<file path="config.mk">
export PLATFORM = sky130hd
export DESIGN_NAME = shift_sequencer
export DESIGN_NICKNAME = d
export VERILOG_FILES = /design/src/rtl/shift_seq_pkg.sv /design/src/rtl/shift_sequencer_shift_step.sv /design/src/rtl/shift_sequencer.sv
export SDC_FILE = /design/constraint.sdc
export NUM_CORES = 1
export LEC_CHECK = 0
export ABC_AREA = 1
export BUFFER_PORTS_ARGS = -buffer_cell sky130_fd_sc_hd__buf_4
export CORE_UTILIZATION = 48
export DETAILED_ROUTE_END_ITERATION = 10
export PLACE_DENSITY = 0.8
export SLEW_MARGIN = 20
export SYNTH_ARGS = -nofsm -noshare
export SYNTH_HDL_FRONTEND = slang
export SYNTH_SLANG_ARGS = --single-unit
</file>
<file path="constraint.sdc">
create_clock -name clk -period 1.9 [get_ports clk]
set_input_delay 0.285 -clock clk [delete_from_list [all_inputs] [get_ports clk]]
set_output_delay 0.285 -clock clk [all_outputs]
set_load 0.01 [all_outputs]
</file>
<file path="src/rtl/shift_seq_pkg.sv">
// Shared types and constants for the iterative MIPS shift sequencer.
package shift_seq_pkg;

  localparam logic [5:0] FUNCT_SLL  = 6'h00;
  localparam logic [5:0] FUNCT_SRL  = 6'h02;
  localparam logic [5:0] FUNCT_SRA  = 6'h03;
  localparam logic [5:0] FUNCT_SLLV = 6'h04;
  localparam logic [5:0] FUNCT_SRLV = 6'h06;
  localparam logic [5:0] FUNCT_SRAV = 6'h07;

  localparam int unsigned AMT_W = 5;

  typedef enum logic [1:0] {IDLE, SHIFT, DONE} state_e;

  typedef enum logic [1:0] {OP_LEFT, OP_RIGHT_LOG, OP_RIGHT_ARITH} op_e;

  function automatic bit step_legal(input int unsigned step);
    return (step == 1) || (step == 2) || (step == 4) || (step == 8);
  endfunction

  // Width of a per-cycle shift amount able to hold 0..step.
  function automatic int unsigned amt_width(input int unsigned step);
    return $clog2(step + 1);
  endfunction

endpackage

</file>
<file path="src/rtl/shift_sequencer_shift_step.sv">
// Combinational single-step shifter: moves din by 0..STEP bits.
module shift_step
  import shift_seq_pkg::*;
#(
  parameter int unsigned WIDTH = 32,
  parameter int unsigned STEP  = 1
) (
  input  logic [WIDTH-1:0]               din,
  input  logic [amt_width(STEP)-1:0]     amt,
  input  op_e                            op,
  output logic [WIDTH-1:0]               dout
);

  always_comb begin
    dout = din;
    case (op)
      OP_LEFT:        dout = din << amt;
      OP_RIGHT_LOG:   dout = din >> amt;
      OP_RIGHT_ARITH: dout = $unsigned($signed(din) >>> amt);
      default:        dout = din;
    endcase
  end

endmodule

</file>
<file path="src/rtl/shift_sequencer.sv">
// Multi-cycle shift controller: shifts rt by up to STEP bits per cycle.
// Optional macro SHIFT_SEQ_ABORT_EN adds an abort input.
module shift_sequencer
  import shift_seq_pkg::*;
#(
  parameter int unsigned WIDTH = 32,
  parameter int unsigned STEP  = 1
) (
  input  logic             clk,
  input  logic             reset,
  input  logic             start,
`ifdef SHIFT_SEQ_ABORT_EN
  input  logic             abort,
`endif
  input  logic [5:0]       funct,
  input  logic [4:0]       shamt,
  input  logic [WIDTH-1:0] rs_val,
  input  logic [WIDTH-1:0] rt_val,
  output logic             busy,
  output logic             done,
  output logic             illegal,
  output logic [WIDTH-1:0] result
);

  localparam int unsigned AW = amt_width(STEP);
  localparam logic [AMT_W-1:0] STEP_C = AMT_W'(STEP);

  if (!step_legal(STEP)) begin : g_step_check
    $error("shift_sequencer: STEP must be 1, 2, 4 or 8");
  end

  state_e             state_q, state_d;
  op_e                op_q, op_d;
  logic               illegal_q, illegal_d;
  logic [AMT_W-1:0]   count_q, count_d;
  logic [WIDTH-1:0]   result_q, result_d;

  op_e                dec_op;
  logic [AMT_W-1:0]   dec_amt;
  logic               dec_legal;
  logic [AW-1:0]      step_amt;
  logic [WIDTH-1:0]   step_out;
  logic               rs_unused;

  always_comb rs_unused = ^rs_val[WIDTH-1:AMT_W];

  always_comb begin
    dec_op    = OP_LEFT;
    dec_amt   = shamt;
    dec_legal = 1'b1;
    case (funct)
      FUNCT_SLL:  dec_op = OP_LEFT;
      FUNCT_SRL:  dec_op = OP_RIGHT_LOG;
      FUNCT_SRA:  dec_op = OP_RIGHT_ARITH;
      FUNCT_SLLV: begin dec_op = OP_LEFT;        dec_amt = rs_val[AMT_W-1:0]; end
      FUNCT_SRLV: begin dec_op = OP_RIGHT_LOG;   dec_amt = rs_val[AMT_W-1:0]; end
      FUNCT_SRAV: begin dec_op = OP_RIGHT_ARITH; dec_amt = rs_val[AMT_W-1:0]; end
      default:    dec_legal = 1'b0;
    endcase
  end

  // Last step may be shorter than STEP: s = min(STEP, count).
  always_comb begin
    step_amt = AW'(STEP);
    if (count_q < STEP_C) step_amt = count_q[AW-1:0];
  end

  shift_step #(.WIDTH(WIDTH), .STEP(STEP)) u_step (
    .din  (result_q),
    .amt  (step_amt),
    .op   (op_q),
    .dout (step_out)
  );

  always_ff @(posedge clk or posedge reset) begin
    if (reset) begin
      state_q   <= IDLE;
      op_q      <= OP_LEFT;
      illegal_q <= 1'b0;
      count_q   <= '0;
      result_q  <= '0;
    end else begin
      state_q   <= state_d;
      op_q      <= op_d;
      illegal_q <= illegal_d;
      count_q   <= count_d;
      result_q  <= result_d;
    end
  end

  always_comb begin
    state_d   = state_q;
    op_d      = op_q;
    illegal_d = illegal_q;
    count_d   = count_q;
    result_d  = result_q;
    case (state_q)
      IDLE: begin
        if (start) begin
          op_d      = dec_op;
          illegal_d = !dec_legal;
          count_d   = dec_legal ? dec_amt : '0;
          result_d  = rt_val;
          state_d   = (!dec_legal || dec_amt == '0) ? DONE : SHIFT;
        end
      end
      SHIFT: begin
        result_d = step_out;
        count_d  = count_q - AMT_W'(step_amt);
        if (count_d == '0) state_d = DONE;
      end
      DONE:    state_d = IDLE;
      default: state_d = IDLE;
    endcase
`ifdef SHIFT_SEQ_ABORT_EN
    if (abort && state_q != IDLE) begin
      state_d   = IDLE;
      count_d   = '0;
      result_d  = '0;
      illegal_d = 1'b0;
    end
`endif
  end

  always_comb begin
    busy    = (state_q != IDLE);
    done    = (state_q == DONE);
    illegal = (state_q == DONE) && illegal_q;
    result  = result_q;
  end

endmodule
</file>
* After elaboration in Yosys (flattened, before gate mapping)
Index checks and enable logic that the tools add are counted.
Cells by class: add/subtract/negate cells 1, multiply operators 0, divide/modulo/power cells 0, order comparisons 1, equality and inequality tests 12, shift operators 3, muxes and demuxes 14, bitwise gates (word level) 0, reductions and logical operators 18
Operators with widths (number):
- 32-bit one-hot mux with 3 select lines | 1
- 32-bit one-hot mux with 2 select lines | 1
- 32-bit two-way mux | 1
- 32-bit by 1-bit << shifter with 32-bit output | 1
- 32-bit by 1-bit >> shifter with 32-bit output | 1
- 32-bit by 1-bit >>> shifter with 32-bit output | 1
- 6-bit by 3-bit == test with 1-bit output, second input constant | 3
- 5-bit two-way mux | 3
- 6-bit by 2-bit == test with 1-bit output, second input constant | 2
- 5-bit logical NOT | 2
- 5-bit one-hot mux with 2 select lines | 1
- 2-bit one-hot mux with 2 select lines | 2
- 6-bit logical NOT | 1
- 2-bit two-way mux | 3
- 2-bit AND reduction | 3
- 6-bit OR reduction | 1
- 5-bit by 1-bit < comparator with 1-bit output, second input constant | 1
- 5-bit by 1-bit subtractor with 5-bit output | 1
- 2-bit by 1-bit == test with 1-bit output, second input constant | 2
- 2-bit == test, second input constant | 2
- 2-bit logical NOT | 2
- 2-bit inequality test, second input constant | 2
- 4-bit by 1-bit inequality test with 1-bit output, second input constant | 1
- 2-bit nonzero test | 2
- other kinds (7) | 9
Word-level totals: register bits 42, bits in latches 0, memory bits (writable) 0, bits in read-only memories 0, output and inout bits 35, word-level logic and storage cells 54, memories 0

* Longest topological paths before layout
Gate-level depths: netlist (run 1).
depth after elaboration 8, mapped depth 11, depth with buffers taken out 11

* Cells and area by module
From an unflattened synthesis (run 1), not the netlist that was laid out.
Unflattened totals: cell total of the unflattened synthesis 568, area total of the unflattened synthesis 3478.3 sq um
Modules (own cells, without submodules):
- shift_sequencer | instances 1, cells each 295, area an instance 2359.8 sq um
- shift_step | instances 1, cells each 273, area an instance 1118.6 sq um

* Worst setup path before layout (run 1)
Ideal clock, no wire load.
kind reg2reg, start point register count_q[3], end point register state_q[1], setup time 0.063 ns, arrival 1.597 ns, data required time 1.837 ns, path slack 0.240 ns, cell stages (with the launch flop) 10, buffers on the path 0, clock period less this slack 1.660 ns, cells stage by stage dfrtp_1 -> nor2_4 -> a21oi_1 -> ha_1 -> nand2_1 -> xor2_1 -> nand3b_1 -> o21ai_0 -> nand2_1 -> inv_1
On the way: word-level cells in the longest chain between the ends 6
RTL lines:
- from (decl) | line shift_sequencer.sv:35 | logic [AMT_W-1:0] count_q, count_d;
- from (signal assigned) | line shift_sequencer.sv:86 | count_q <= count_d;
- 5-bit by 1-bit < comparator with 1-bit output | line shift_sequencer.sv:65 | if (count_q < STEP_C) step_amt = count_q[AW-1:0];
- 1-bit two-way mux | line shift_sequencer.sv:65
- 5-bit by 1-bit subtractor with 5-bit output (*) | line shift_sequencer.sv:109 | count_d = count_q - AMT_W'(step_amt);
- 5-bit logical NOT (*) | line shift_sequencer.sv:110 | if (count_d == '0) state_d = DONE;
- 2-bit inequality test (no line) (*)
- 2-bit AND reduction (no line) (*)
- to (signal assigned) | line shift_sequencer.sv:83 | state_q <= state_d;
- to (decl) | line shift_sequencer.sv:32 | state_e state_q, state_d;
Mark *: on every way between the ends. The rest lies on a longest branch, timed or not. A chain may end at the register's enable or synchronous reset.

* Worst setup path in the final report (run 1)
start point register op_q[0], end point register result_q[14], in the netlist result[14]
On the way: word-level cells in the longest chain between the ends 3
RTL lines:
- from (decl) | line shift_sequencer.sv:33 | op_e op_q, op_d;
- from (signal assigned) | line shift_sequencer.sv:84 | op_q <= op_d;
- 2-bit == test (tied with other cells) | line shift_sequencer_shift_step.sv:16 | case (op)
- 32-bit one-hot mux with 3 select lines / 4-bit by 1-bit inequality test with 1-bit output (equally long branches)
- 32-bit one-hot mux with 2 select lines / 3-bit AND reduction (equally long branches)
- to (signal assigned) | line shift_sequencer.sv:87 | result_q <= result_d;
- to (decl) | line shift_sequencer.sv:36 | logic [WIDTH-1:0] result_q, result_d;
Parallel ways exist; a longest one is shown, timed or not.

==> impl_metrics.csv, run 1 <==
group,metric,value,unit
outcome,status,"complete, no violations",
clock_network,htreeDepth,2,
floorplanning,die_h,78.14,um
finish,n_antenna_cell,0,
clock_network,cts-root-buf,"clkbuf_8",
yosys,ys_seq_area_share,37.77,%
worst_setup_path,criticalPathCategory,"register to register",
yosys,yosysTopAreaCellShare,37.77,%
placed_design,hpwl,5.436,mm
timing,post-route-worst-setup-slack,142.9,ps
grt,grt_pass1_vias,2801,
finish,nets,566,
floorplanning,dieWidth,78.14,um
placed_design,dp.cells,548,
timing,worst_slew_pin_slew,543.1,ps
yosys,synthSimpleGateAreaFrac,37.19,%
yosys,synthTopCellsByArea,"dfrtp_1 (38%), nand2_1 (24%), o221ai_1 (6.3%), nand3_1 (4.5%), inv_1 (4.2%)",
timing,hold_viol_final,0,
yosys,ys_types,31,
finish,n_fill_cell,487,
timing,fmax,569.1,MHz
yosys,yosys_warnings,0,
placed_design,dp_slack,15.12,ps
timing,setup_viol,0,
clock_network,clock_latency,310,ps
pwr,power,5.591,mW
timing,rsz0062_at_grt,"false",
yosys,synth_top_family_by_area,"simple AND/OR/NAND/NOR gates",
yosys,ys_ff_latch,42,
yosys,yosys.area.top_type,"dfrtp_1",
routing,routedWlPerCell,14.17,um
finish,final_layout_size_suffix_gt1_share,25.77,%
grt,overflow,0,
timing,fin_skew,7.655,ps
timing,relSlewSlack,63.79,%
placed_design,dpl_cell_area,3483,um^2
worst_setup_path,start_kind,"register",
worst_setup_path,crit_path_end_kind,"register",
yosys,synthMuxAreaShare,0,%
worst_setup_path,worstPathArrival,2000,ps
floorplanning,pin_count,113,
routing,dr.pass1.iters,5,
routing,drt-vias-per-instance,5.549,
hold_path,hp-class,"input port to asynchronous set/reset pin",
routing,ant_nets,0,
worst_setup_path,cp.required,2140,ps
floorplanning,fp.coreArea,5540,um^2
floorplanning,dieArea,6106,um^2
clock_network,path_clk_slew,80,ps
routing,drt_iter0_drc,304,
yosys,synthAdderAreaFrac,1.799,%
clock_network,cts_tree,"built",
yosys,synth-compound-area-share,13.80,%
routing,drc,0,
yosys,syn_nets,479,
floorplanning,rows,27,
finish,final_area,3669,um^2
placed_design,io_buffers,85,
grt,grt_pass1_wl,12.85,mm
timing,holdWs,111.8,ps
yosys,synth_cells,397,
finish,final_util,66.22,%
pwr,power_per_cell_area,1524,nW/um^2
timing,finalCriticalPeriod,1757,ps
timing,drv_slew,0,
clock_network,cts_buffer_depth,2,
yosys,synth_xor_area_share,0.6295,%
yosys,synth.avg_cell_area,7.009,um^2
pwr,total_leakage_power,1.922,nW
finish,synthToLayoutAreaGrowth,31.83,%
clock_network,clock-sinks,42,
grt,grt_max_degree,43,
placed_design,routabilityCongestion,0.8989,
routing,wl,7.895,mm
clock_network,cts_buffers,5,
clock_network,hold_buffers,0,
yosys,syn_area,2783,um^2
pwr,ir_drop,0.7128,mV
grt,antenna_found_initial,0,
worst_setup_path,worstPathMaxFanout,12,
timing,finalSetupTns,0,ps
clock_network,post_cts_buffers,0,
finish,final_cells,557,
floorplanning,initial_core_util,50.23,%
grt,grtUsageTotal,26.84,%
run,drv_cap,0,
routing,num_vias,3091,
timing,fin_crit_sh,92.48,%
==> report_power, final <==
group / internal [mW] / total (mW) / switching (mW)
registers: 1.28 / 1.71 / 0.425
logic: 1.21 / 3.00 / 1.78
clock network: 0.561 / 0.886 / 0.326
==> cell usage after synthesis <==
cell and instances:
o22ai_1 1, nor3_1 1, buf_6 4, a21oi_4 1, o211ai_1 4, inv_2 3, nand2_1 177, buf_4 2
a21oi_1 5, nand4_1 5, inv_1 31, nor4_1 1, nand3b_1 2, nor2_4 4, o221ai_1 20, nor2_1 22
nand3b_4 1, o21ai_4 1, dfrtp_1 42, a22oi_1 1, nand2_2 3, nand2_4 1, nand3_1 25, o21ai_0 16
o21ai_1 4, nand3_2 1, clkbuf_1 2, xor2_1 2, buf_2 10, o21a_1 1, ha_1 4
==> state kept, by name, summed over array words and instances, names as in the netlist <==
name	count
result	32
op_q	2
illegal_q	1
state_q	2
count_q	5
==> path summary, 6_finish.rpt <==
path,startpoint,endpoint,slack [ps],cells after the start
worst max-delay path,op_q[0],result[14],140,8
worst min-delay path,reset,result[28],110,3
worst max register to register,op_q[0],result[14],140,8
worst min register to register,result[24],result[24],520,2
max in group asynchronous,reset,count_q[2],1380,3
min in group clk,rt_val[9],result[9],240,3
==> what timing repair did <==
action                     CTS  global route
setup endpoints to repair    3            25
resized for setup            0             7
pin swaps                    1             2
gates cloned                 1             0
==> worst max-delay path: stages (launching register included) <==
cell and delay (ps):
dfrtp_1 370, inv_1 100, ha_4 290, inv_2 90
a21oi_4 140, nand2_2 130, o21ai_4 370, nand2_1 110
nand2_1 90
==> cells by family after synthesis <==
kind of cell / count (synthesis)
adder cells (fa/ha/maj): 4
buffers and inverters: 52
AO/OA/AOI/OAI: 54
XOR/XNOR: 2
AND/OR/NAND/NOR: 243
flip-flops: 42
==> routing by layer <==
metal | global-route usage, % | wire [um]
met1 | 35.12 | 3304
met2 | 43.95 | 3807
met3 | 4.535 | 603
met4 | 11.11 | 180
met5 | 0 | 0
==> cells in the final DEF, fill, tap and decap left out, types with 3 or more instances in the layout <==
| master | Yosys | layout |
|---|---|---|
| nand3_1 | 25 | 25 |
| buf_4 | 2 | 96 |
| inv_2 | 3 | 3 |
| inv_1 | 31 | 31 |
| nand2_2 | 3 | 3 |
| a21oi_1 | 5 | 4 |
| o211ai_1 | 4 | 4 |
| o21ai_0 | 16 | 16 |
| o21ai_1 | 4 | 4 |
| dfrtp_1 | 42 | 40 |
| nor2_1 | 22 | 22 |
| nand2_1 | 177 | 177 |
| nand4_1 | 5 | 5 |
| nor2_4 | 4 | 4 |
| o221ai_1 | 20 | 20 |
| ha_1 | 4 | 3 |
| clkbuf_8 | 0 | 6 |
==> area by class of cell <==
| cell class | count | area (um^2) | share of cell area [%] |
|---|---|---|---|
| Clock inverter | 2 | 60.06 | 1.637 |
| Multi-Input combinational cell | 304 | 1519 | 41.41 |
| Tap cell | 72 | 90.09 | 2.456 |
| Timing Repair Buffer | 97 | 735.7 | 20.05 |
| Inverter | 34 | 127.6 | 3.479 |
| Clock buffer | 6 | 82.58 | 2.251 |
| Sequential cell | 42 | 1054 | 28.72 |
Note: power is estimated with default switching activity, not from simulation.
==> inputs of run 2 (changes only) <==
CORE_UTILIZATION = 46   (was 48)
GPL_ROUTABILITY_DRIVEN = 0   (was not set)
PLACE_DENSITY = 0.77   (was 0.8)
==> run 2 against run 1 <==
Effect of this change:
- non-clock buffer count rose by 1
- critical endpoint is now result[0]
- clock skew up 3.6 ps
- sequential cell count unchanged
- clock power down 31%
- register-to-register slack about the same
- highest routed layer unchanged
- via count is 2.8% lower
==> impl_metrics.csv, run 2 (synthesis results as in run 1) <==
group,metric,value,unit
outcome,status,"complete, no violations",
worst_setup_path,cp_cell_sequence,"inv_1 > ha_1 > inv_2 > a21oi_4 > nand2_2 > buf_4 > nor2_1 > a21oi_1 > o21ai_0",
worst_setup_path,r2r_slack,130,ps
placed_design,io_buffers,85,
pwr,total_leakage_power,1.907,nW
pwr,power_per_cell_area,1473,nW/um^2
finish,layout_commonest_cell,"nand2_1",
clock_network,path_clk_slew,90,ps
grt,antenna_found_initial,0,
finish,largest_reg_flops,32,
grt,grt_max_degree,46,
timing,fin_skew,11.28,ps
finish,n_fill_cell,519,
timing,relSlewSlack,63.77,%
grt,grt_pass1_vias,2766,
routing,ant_nets,0,
worst_setup_path,worst_path_max_delay_cell,"dfrtp_1",
worst_setup_path,rr_worst_depth,9,
timing,finalCriticalPeriod,1771,ps
worst_setup_path,start_kind,"register",
timing,fmax,564.6,MHz
hold_path,hp-class,"input port to asynchronous set/reset pin",
worst_setup_path,cpPeakStageDelay,360,ps
routing,drt-vias-per-instance,5.385,
timing,drv_slew,0,
clock_network,cts_buffers,5,
routing,dr.pass1.iters,5,
finish,final_layout_size_suffix_gt1_share,25.31,%
clock_network,cts-root-buf,"clkbuf_8",
routing,routedWlPerCell,13.98,um
worst_setup_path,cp.required,2140,ps
worst_setup_path,worstPathArrival,2010,ps
grt,grt_pass1_wl,12.58,mm
routing,drc,0,
worst_setup_path,criticalPathCategory,"register to register",
finish,n_antenna_cell,0,
floorplanning,rows,27,
grt,grtUsageTotal,25.24,%
floorplanning,dieWidth,79.78,um
floorplanning,die_h,79.78,um
run,drv_cap,0,
clock_network,hold_buffers,0,
worst_setup_path,crit_path_end_kind,"register",
floorplanning,initial_core_util,49.03,%
finish,layout_common_cells,"nand2_1 (177), buf_4 (97), dfrtp_1 (42)",
routing,drt_iter0_drc,211,
pwr,power,5.322,mW
clock_network,cts_tree,"built",
worst_setup_path,rr_endpoint,"result[0]",
worst_setup_path,timing.rr.start,"op_q[0]",
routing,wl,7.799,mm
pwr,ir_drop,0.8606,mV
timing,worst_slew_pin_slew,543.4,ps
placed_design,hpwl,5.455,mm
worst_setup_path,worstPathMaxFanout,14,
finish,final_util,63.67,%
floorplanning,pin_count,113,
clock_network,htreeDepth,2,
timing,fin_crit_sh,93.21,%
floorplanning,dieArea,6364,um^2
floorplanning,fp.coreArea,5675,um^2
clock_network,clock_latency,310,ps
timing,setup_viol,0,
grt,overflow,0,
clock_network,clock-sinks,42,
clock_network,post_cts_buffers,0,
routing,num_vias,3005,
timing,hold_viol_final,0,
finish,nets,567,
worst_setup_path,cp-endpoint,"result[0]",
finish,synthToLayoutAreaGrowth,29.86,%
clock_network,cts_buffer_depth,2,
worst_setup_path,crit_start,"op_q[0]",
## run 2: per-stage QoR
step	area [um^2]	setup TNS [ps]	setup slack (ps)	hold slack, ps	instances
global route	3613	-3.139	-3.139	166.5	558
detailed placement	3503	0	155.8	467.0	549
floorplan	2783	0	239.8	453.4	397
global placement	3503	0	163.8	463.0	549
CTS	3596	0	123.6	134.4	557
finish	3613	0	128.9	108.4	558
## run 2: worst min path at each step
stage                     startpoint         end
final                          reset  result[27]
after detailed placement       reset  result[29]
after global placement         reset  result[29]
after global routing           reset     op_q[0]
after CTS                      reset  result[16]
after floorplan             funct[1]     op_q[1]
## run 2: cell type report
type / instances / area (um^2) / area share, %
multi-input combinational: 304 / 1504 / 41.62
sequential: 42 / 1051 / 29.09
timing repair buffer: 98 / 748.2 / 20.71
inverter: 34 / 127.6 / 3.532
tap: 72 / 90.09 / 2.493
clock buffer: 5 / 68.82 / 1.904
clock inverter: 3 / 23.77 / 0.6579
## run 2: worst max-delay path: cells and delay by family (launching register included)
kind | cells | cell delay [ps]
adders and majority gates | 1 | 350
DFF | 1 | 360
AOI/OAI and AO/OA | 3 | 350
and+or+nand+nor | 2 | 230
buffers and inverters | 3 | 400
## run 2: power breakdown
| part | internal [mW] | switching, mW | total (mW) |
|---|---|---|---|
| Clock | 0.263 | 0.348 | 0.611 |
| Sequential | 1.28 | 0.433 | 1.71 |
| Combinational | 1.21 | 1.79 | 3.00 |
## run 2: layer usage
| layer | wire length (um) | share of wire [%] | vias to the layer above | track usage [%] |
|---|---|---|---|---|
| met4 | 113 | 1.4 | 0 | 7.321 |
| met5 | 0 | 0 | - | 0 |
| li1 | - | - | 1472 | - |
| met3 | 530 | 6.8 | 9 | 3.771 |
| met2 | 3749 | 48 | 140 | 42.22 |
| met1 | 3405 | 44 | 1384 | 33.72 |
## run 2: what timing repair did
item | 4_1_cts | 5_1_grt
endpoints found under the hold margin | 0 | 0
setup endpoints to repair | 0 | 17
resized for setup | 0 | 1
